--- config.mk ---
export PLATFORM = sky130hd
export DESIGN_NAME = mult4_arbitro
export DESIGN_NICKNAME = d
export VERILOG_FILES = /design/src/rtl/mult4_arb_pkg.sv /design/src/rtl/mult4_comb.sv /design/src/rtl/mult4_arbitro.sv
export SDC_FILE = /design/constraint.sdc
export NUM_CORES = 1
export LEC_CHECK = 0
export ABC_AREA = 1
export CAP_MARGIN = 0
export CORE_ASPECT_RATIO = 0.9
export CORE_MARGIN = 3
export CORE_UTILIZATION = 52
export CTS_CLUSTER_SIZE = 30
export DETAILED_ROUTE_END_ITERATION = 8
export PLACE_DENSITY = 0.82
export SYNTH_ARGS = -nofsm -noshare
export SYNTH_HDL_FRONTEND = slang
export SYNTH_SLANG_ARGS = --single-unit
--- constraint.sdc ---
create_clock -name clk -period 6.4 [get_ports clk]
set_clock_uncertainty 0.1 [all_clocks]
set_input_delay 1.28 -clock clk [delete_from_list [all_inputs] [get_ports clk]]
set_output_delay 1.28 -clock clk [all_outputs]
set_load 0.02 [all_outputs]
--- src/rtl/mult4_arb_pkg.sv ---
// Shared types and widths for the mult4_arbitro shared-multiplier arbiter.
package mult4_arb_pkg;

   localparam int N_REQ = 2;
   localparam int OP_W  = 4;
   localparam int RES_W = 8;
   localparam int CNT_W = 4;

   typedef enum logic [1:0] {
      IDLE,
      CALC,
      RESP
   } state_t;

   function automatic logic [N_REQ-1:0] id2onehot(input logic id);
      return N_REQ'(1) << id;
   endfunction

endpackage

--- src/rtl/mult4_comb.sv ---
// Combinational 4x4 -> 8 bit unsigned multiplier, the resource shared by mult4_arbitro.
module mult4_comb
   import mult4_arb_pkg::*;
(
   input  logic [OP_W-1:0]  i_a,
   input  logic [OP_W-1:0]  i_b,
   output logic [RES_W-1:0] o_p
);

   assign o_p = RES_W'(i_a) * RES_W'(i_b);

endmodule

--- src/rtl/mult4_arbitro.sv ---
// Two-requester arbiter in front of one shared 4x4 multiplier (IDLE/CALC/RESP).
// Define MULT_ARB_FIXED_PRIO_EN for fixed priority (requester 0 wins ties), else round-robin.
module mult4_arbitro
   import mult4_arb_pkg::*;
#(
   parameter int LATENCY = 1
)
(
   input  logic             clk,
   input  logic             rst_n,
   input  logic [N_REQ-1:0] req_valid,
   output logic [N_REQ-1:0] req_ready,
   input  logic [OP_W-1:0]  x0,
   input  logic [OP_W-1:0]  y0,
   input  logic [OP_W-1:0]  x1,
   input  logic [OP_W-1:0]  y1,
   output logic             res_valid,
   input  logic             res_ready,
   output logic [RES_W-1:0] res_data,
   output logic             res_id,
   output logic             busy
);

   localparam logic [CNT_W-1:0] CNT_INIT = CNT_W'(LATENCY - 1);

   state_t             r_state;
   state_t             w_state_nxt;
   logic [CNT_W-1:0]   r_cnt;
   logic [OP_W-1:0]    r_xa;
   logic [OP_W-1:0]    r_ya;
   logic               r_id;
   logic [RES_W-1:0]   r_res;
   logic               w_win;
   logic               w_any;
   logic               w_accept;
   logic               w_calc_done;
   logic [RES_W-1:0]   w_prod;

   assign w_any       = |req_valid;
   assign w_accept    = |(req_ready & req_valid);
   assign w_calc_done = (r_state == CALC) && (r_cnt == '0);

`ifdef MULT_ARB_FIXED_PRIO_EN
   assign w_win = ~req_valid[0];
`else
   logic r_last;

   // On a tie the requester that was not served last wins.
   assign w_win = (&req_valid) ? ~r_last : ~req_valid[0];

   always_ff @(posedge clk or negedge rst_n) begin
      if (!rst_n) begin
         r_last <= 1'b1;
      end else if ((r_state == RESP) && res_ready) begin
         r_last <= r_id;
      end
   end
`endif

   always_ff @(posedge clk or negedge rst_n) begin
      if (!rst_n) begin
         r_state <= IDLE;
      end else begin
         r_state <= w_state_nxt;
      end
   end

   always_comb begin
      w_state_nxt = r_state;
      case (r_state)
         IDLE:    if (w_accept)    w_state_nxt = CALC;
         CALC:    if (w_calc_done) w_state_nxt = RESP;
         RESP:    if (res_ready)   w_state_nxt = IDLE;
         default:                  w_state_nxt = IDLE;
      endcase
   end

   // Grant is combinational in IDLE; RESP->IDLE costs one cycle before the next grant.
   always_comb begin
      req_ready = '0;
      res_valid = 1'b0;
      busy      = 1'b0;
      case (r_state)
         IDLE: begin
            if (rst_n && w_any) begin
               req_ready = id2onehot(w_win);
            end
         end
         CALC: begin
            busy = 1'b1;
         end
         RESP: begin
            busy      = 1'b1;
            res_valid = 1'b1;
         end
         default: ;
      endcase
   end

   always_ff @(posedge clk or negedge rst_n) begin
      if (!rst_n) begin
         r_cnt <= '0;
      end else if ((r_state == IDLE) && w_accept) begin
         r_cnt <= CNT_INIT;
      end else if ((r_state == CALC) && (r_cnt != '0)) begin
         r_cnt <= r_cnt - 1'b1;
      end
   end

   // Operand copy is pure data: no reset needed, only loaded on accept.
   always_ff @(posedge clk) begin
      if ((r_state == IDLE) && w_accept) begin
         r_xa <= w_win ? x1 : x0;
         r_ya <= w_win ? y1 : y0;
      end
   end

   always_ff @(posedge clk or negedge rst_n) begin
      if (!rst_n) begin
         r_id  <= 1'b0;
         r_res <= '0;
      end else begin
         if ((r_state == IDLE) && w_accept) begin
            r_id <= w_win;
         end
         if (w_calc_done) begin
            r_res <= w_prod;
         end
      end
   end

   mult4_comb u_mult (
      .i_a (r_xa),
      .i_b (r_ya),
      .o_p (w_prod)
   );

   assign res_data = r_res;
   assign res_id   = r_id;

endmodule

==> results.yml <==
cts:
  clk_pin_slew_worst_paths_ps: 130
  post_cts_buffers: 0
  clock_path_buffers: 2
  root_buffer: "clkbuf_4"
  cts_hold_buffers: 0
  insertion_delay_ps: 310
  cts.sinks: 24
  tritoncts: "done"
  numCtsBuffers: 3
  h-tree-depth: 1
  cts_resized: 0
critical_path:
  critical_path_class: "input pin to primary output"
  slowest_stage: "clkdlybuf4s50_1"
  path_cells: "clkdlybuf4s50_1 > inv_2 > nor2_8 > nand3_1 > inv_1 > clkdlybuf4s50_1"
  timing.rr.start: "r_ya[3]"
  critPathRequiredTime_ps: 5020
  path_max_fanout: 10
  crit_start: "req_valid[0]"
  crit_path_max_incr_delay_ps: 590
  worstPathArrival_ps: 2840
  worstSetupStartpointType: "input pin"
  crit_path_frequent_cell: "clkdlybuf4s50_1"
  endpoint_kind: "primary output"
floorplan:
  rows: 18
  pin_count: 34
  die_w_um: 65.6
  die_y_um: 59.6
  dieArea_sq_mm: 0.00391
  core_area_sq_mm: 0.00291
  start_util: 0.572
sta:
  final.min_clock_period_ps: 4220
  fin_setup_tns_ps: 0
  min_period_over_period: 0.660
  worst_slack_ps: 2180
  rsz0062_at_grt: "false"
  fmax_mhz: 237
  worst-slew-pin-transition_ps: 345
  slew_headroom: 0.770
  fin_hold_ws_ps: 394
  setup_viol_count_final: 0
  hold_violations: 0
  final_max_slew_viol_count: 0
global_routing:
  globalRouteOverflowTotal: 0
  grt_max_degree: 20
  grt_pass1_vias: 1210
  grt_usage: 0.170
  antenna_found_initial: 0
  grt_pass1_wl_um: 5090
cells_and_area:
  syn_to_final_growth_pct: 26.2
  final_common_cell: "nand2_1"
  mostFrequentLayoutCells: "71 x nand2_1, 33 x clkdlybuf4s50_1, 31 x inv_1, 16 x ha_1, 15 x dfrtp_1"
  stdcell_count: 277
  final.fill_count: 227
  diodes: 0
  nNetsFinal: 279
  drive_gt1_frac: 0.114
routing:
  ant_nets: 0
  drtIter0Drc: 35
  num_vias: 1330
  vias_per_cell: 4.80
  drt_pass1_iterations: 4
  drc: 0
  drt-wirelength-per-cell_um: 10.3
  totalWireLength_um: 2870
worst_hold_path:
  holdCritStartpoint: "res_data[5]"
  hold_path.class: "flip-flop to flip-flop"
flow_run:
  drv_cap: 0
synth:
  synth_cell_types: 26
  avgSynthCellArea_sq_um: 8.35
  yosysSeqAreaShare: 0.386
  ys_seq_elements: 24
  syn-instance-count: 199
  synth_nets: 240
  yosysWarningCount: 0
  netlist_area_sq_mm: 0.00166
power_and_ir_drop:
  power_uw: 698
  p_leak_nw: 1.13
  power.density_mw_per_mm2: 333
  ir_drop_mv: 0.229
place:
  portBuffers: 33
  place_ws_ps: 2180
  dp.cells: 273
  finalWeightedCongestion: 0.797
  post-dp-hpwl_um: 2420
outcome:
  status: "complete, no violations"
[cells by family after synthesis]
group	Yosys count	synth area share
adder cells (fa/ha/maj)	20	0.169
XOR/XNOR	2	0.0105
AO/OA/AOI/OAI	15	0.0693
flip-flops	24	0.386
AND/OR/NAND/NOR	98	0.273
buffers and inverters	40	0.0919
[per-layer routing]
metal,part of all wire,wire length [um],track usage,vias to the layer above
met1,0.46,1310,0.218,583
met3,0.064,183,0.0455,8
met2,0.45,1300,0.274,43
li1,-,-,-,696
met5,0,0,0,-
met4,0.025,72,0.0710,0
[path summary, 6_finish.rpt]
kind                           endpoint  slack [ps]  cells after the start
min                         res_data[5]         390                      2
max in group asynchronous        r_last        4740                      2
max reg2reg                 res_data[6]        3600                     11
min reg2reg                 res_data[5]         390                      2
min in group asynchronous      r_cnt[0]        1190                      2
max                        req_ready[0]        2180                      6
[stage by stage]
| step | instance area [sq um] | util |
|---|---|---|
| finish | 2100 | 0.722 |
| global route | 2100 | 0.722 |
| CTS | 2100 | 0.722 |
| detailed placement | 2050 | 0.705 |
| global placement | 2050 | 0.705 |
| floorplan | 1660 | - |
[sequential cells by signal, summed over array words and instances (netlist names)]
| register | flops |
|---|---|
| r_ya | 4 |
| r_xa | 4 |
| r_last | 1 |
| res_id | 1 |
| r_cnt | 4 |
| res_data | 8 |
| r_state | 2 |
[cell usage after synthesis]
library cell  number  share of area
or2_1              1         0.0038
nand2_1           71           0.16
a31oi_1            1         0.0038
nand4_1            2         0.0075
o21ai_2            3          0.016
nor2_8             2          0.024
dfstp_2            1          0.016
o211ai_4           1          0.013
o21ai_1            4          0.012
xor2_1             2          0.011
a21oi_4            1         0.0098
edfxtp_1           8           0.14
dfrtp_1           15           0.23
inv_1             31          0.070
nand3b_1           1         0.0045
nand2_2            4          0.015
a21oi_1            4          0.012
ha_1              16           0.12
nand3_4            1          0.011
nand3_1           13          0.039
inv_4              1         0.0038
nor2_1             2         0.0045
o21ai_0            1         0.0030
inv_2              8          0.018
or2_0              1         0.0038
fa_1               4          0.048
[worst max-delay path, delay by kind of cell]
kind	cells	cell delay (ps)
buffers and inverters	4	1300
and+or+nand+nor	2	250
[power by group]
group / switching, mW / internal, mW
sequential: 0.0278 / 0.207
combinational: 0.214 / 0.159
clock: 0.0425 / 0.0476
[layout make-up]
class | instances | area [sq um] | share of cell area
tap | 40 | 50.0 | 0.0239
multi-input combinational | 135 | 867 | 0.413
inverter | 40 | 153 | 0.0728
clock buffer | 4 | 47.5 | 0.0227
sequential | 24 | 642 | 0.306
timing repair buffer | 34 | 338 | 0.161
Power figures use the tool's default switching activity.
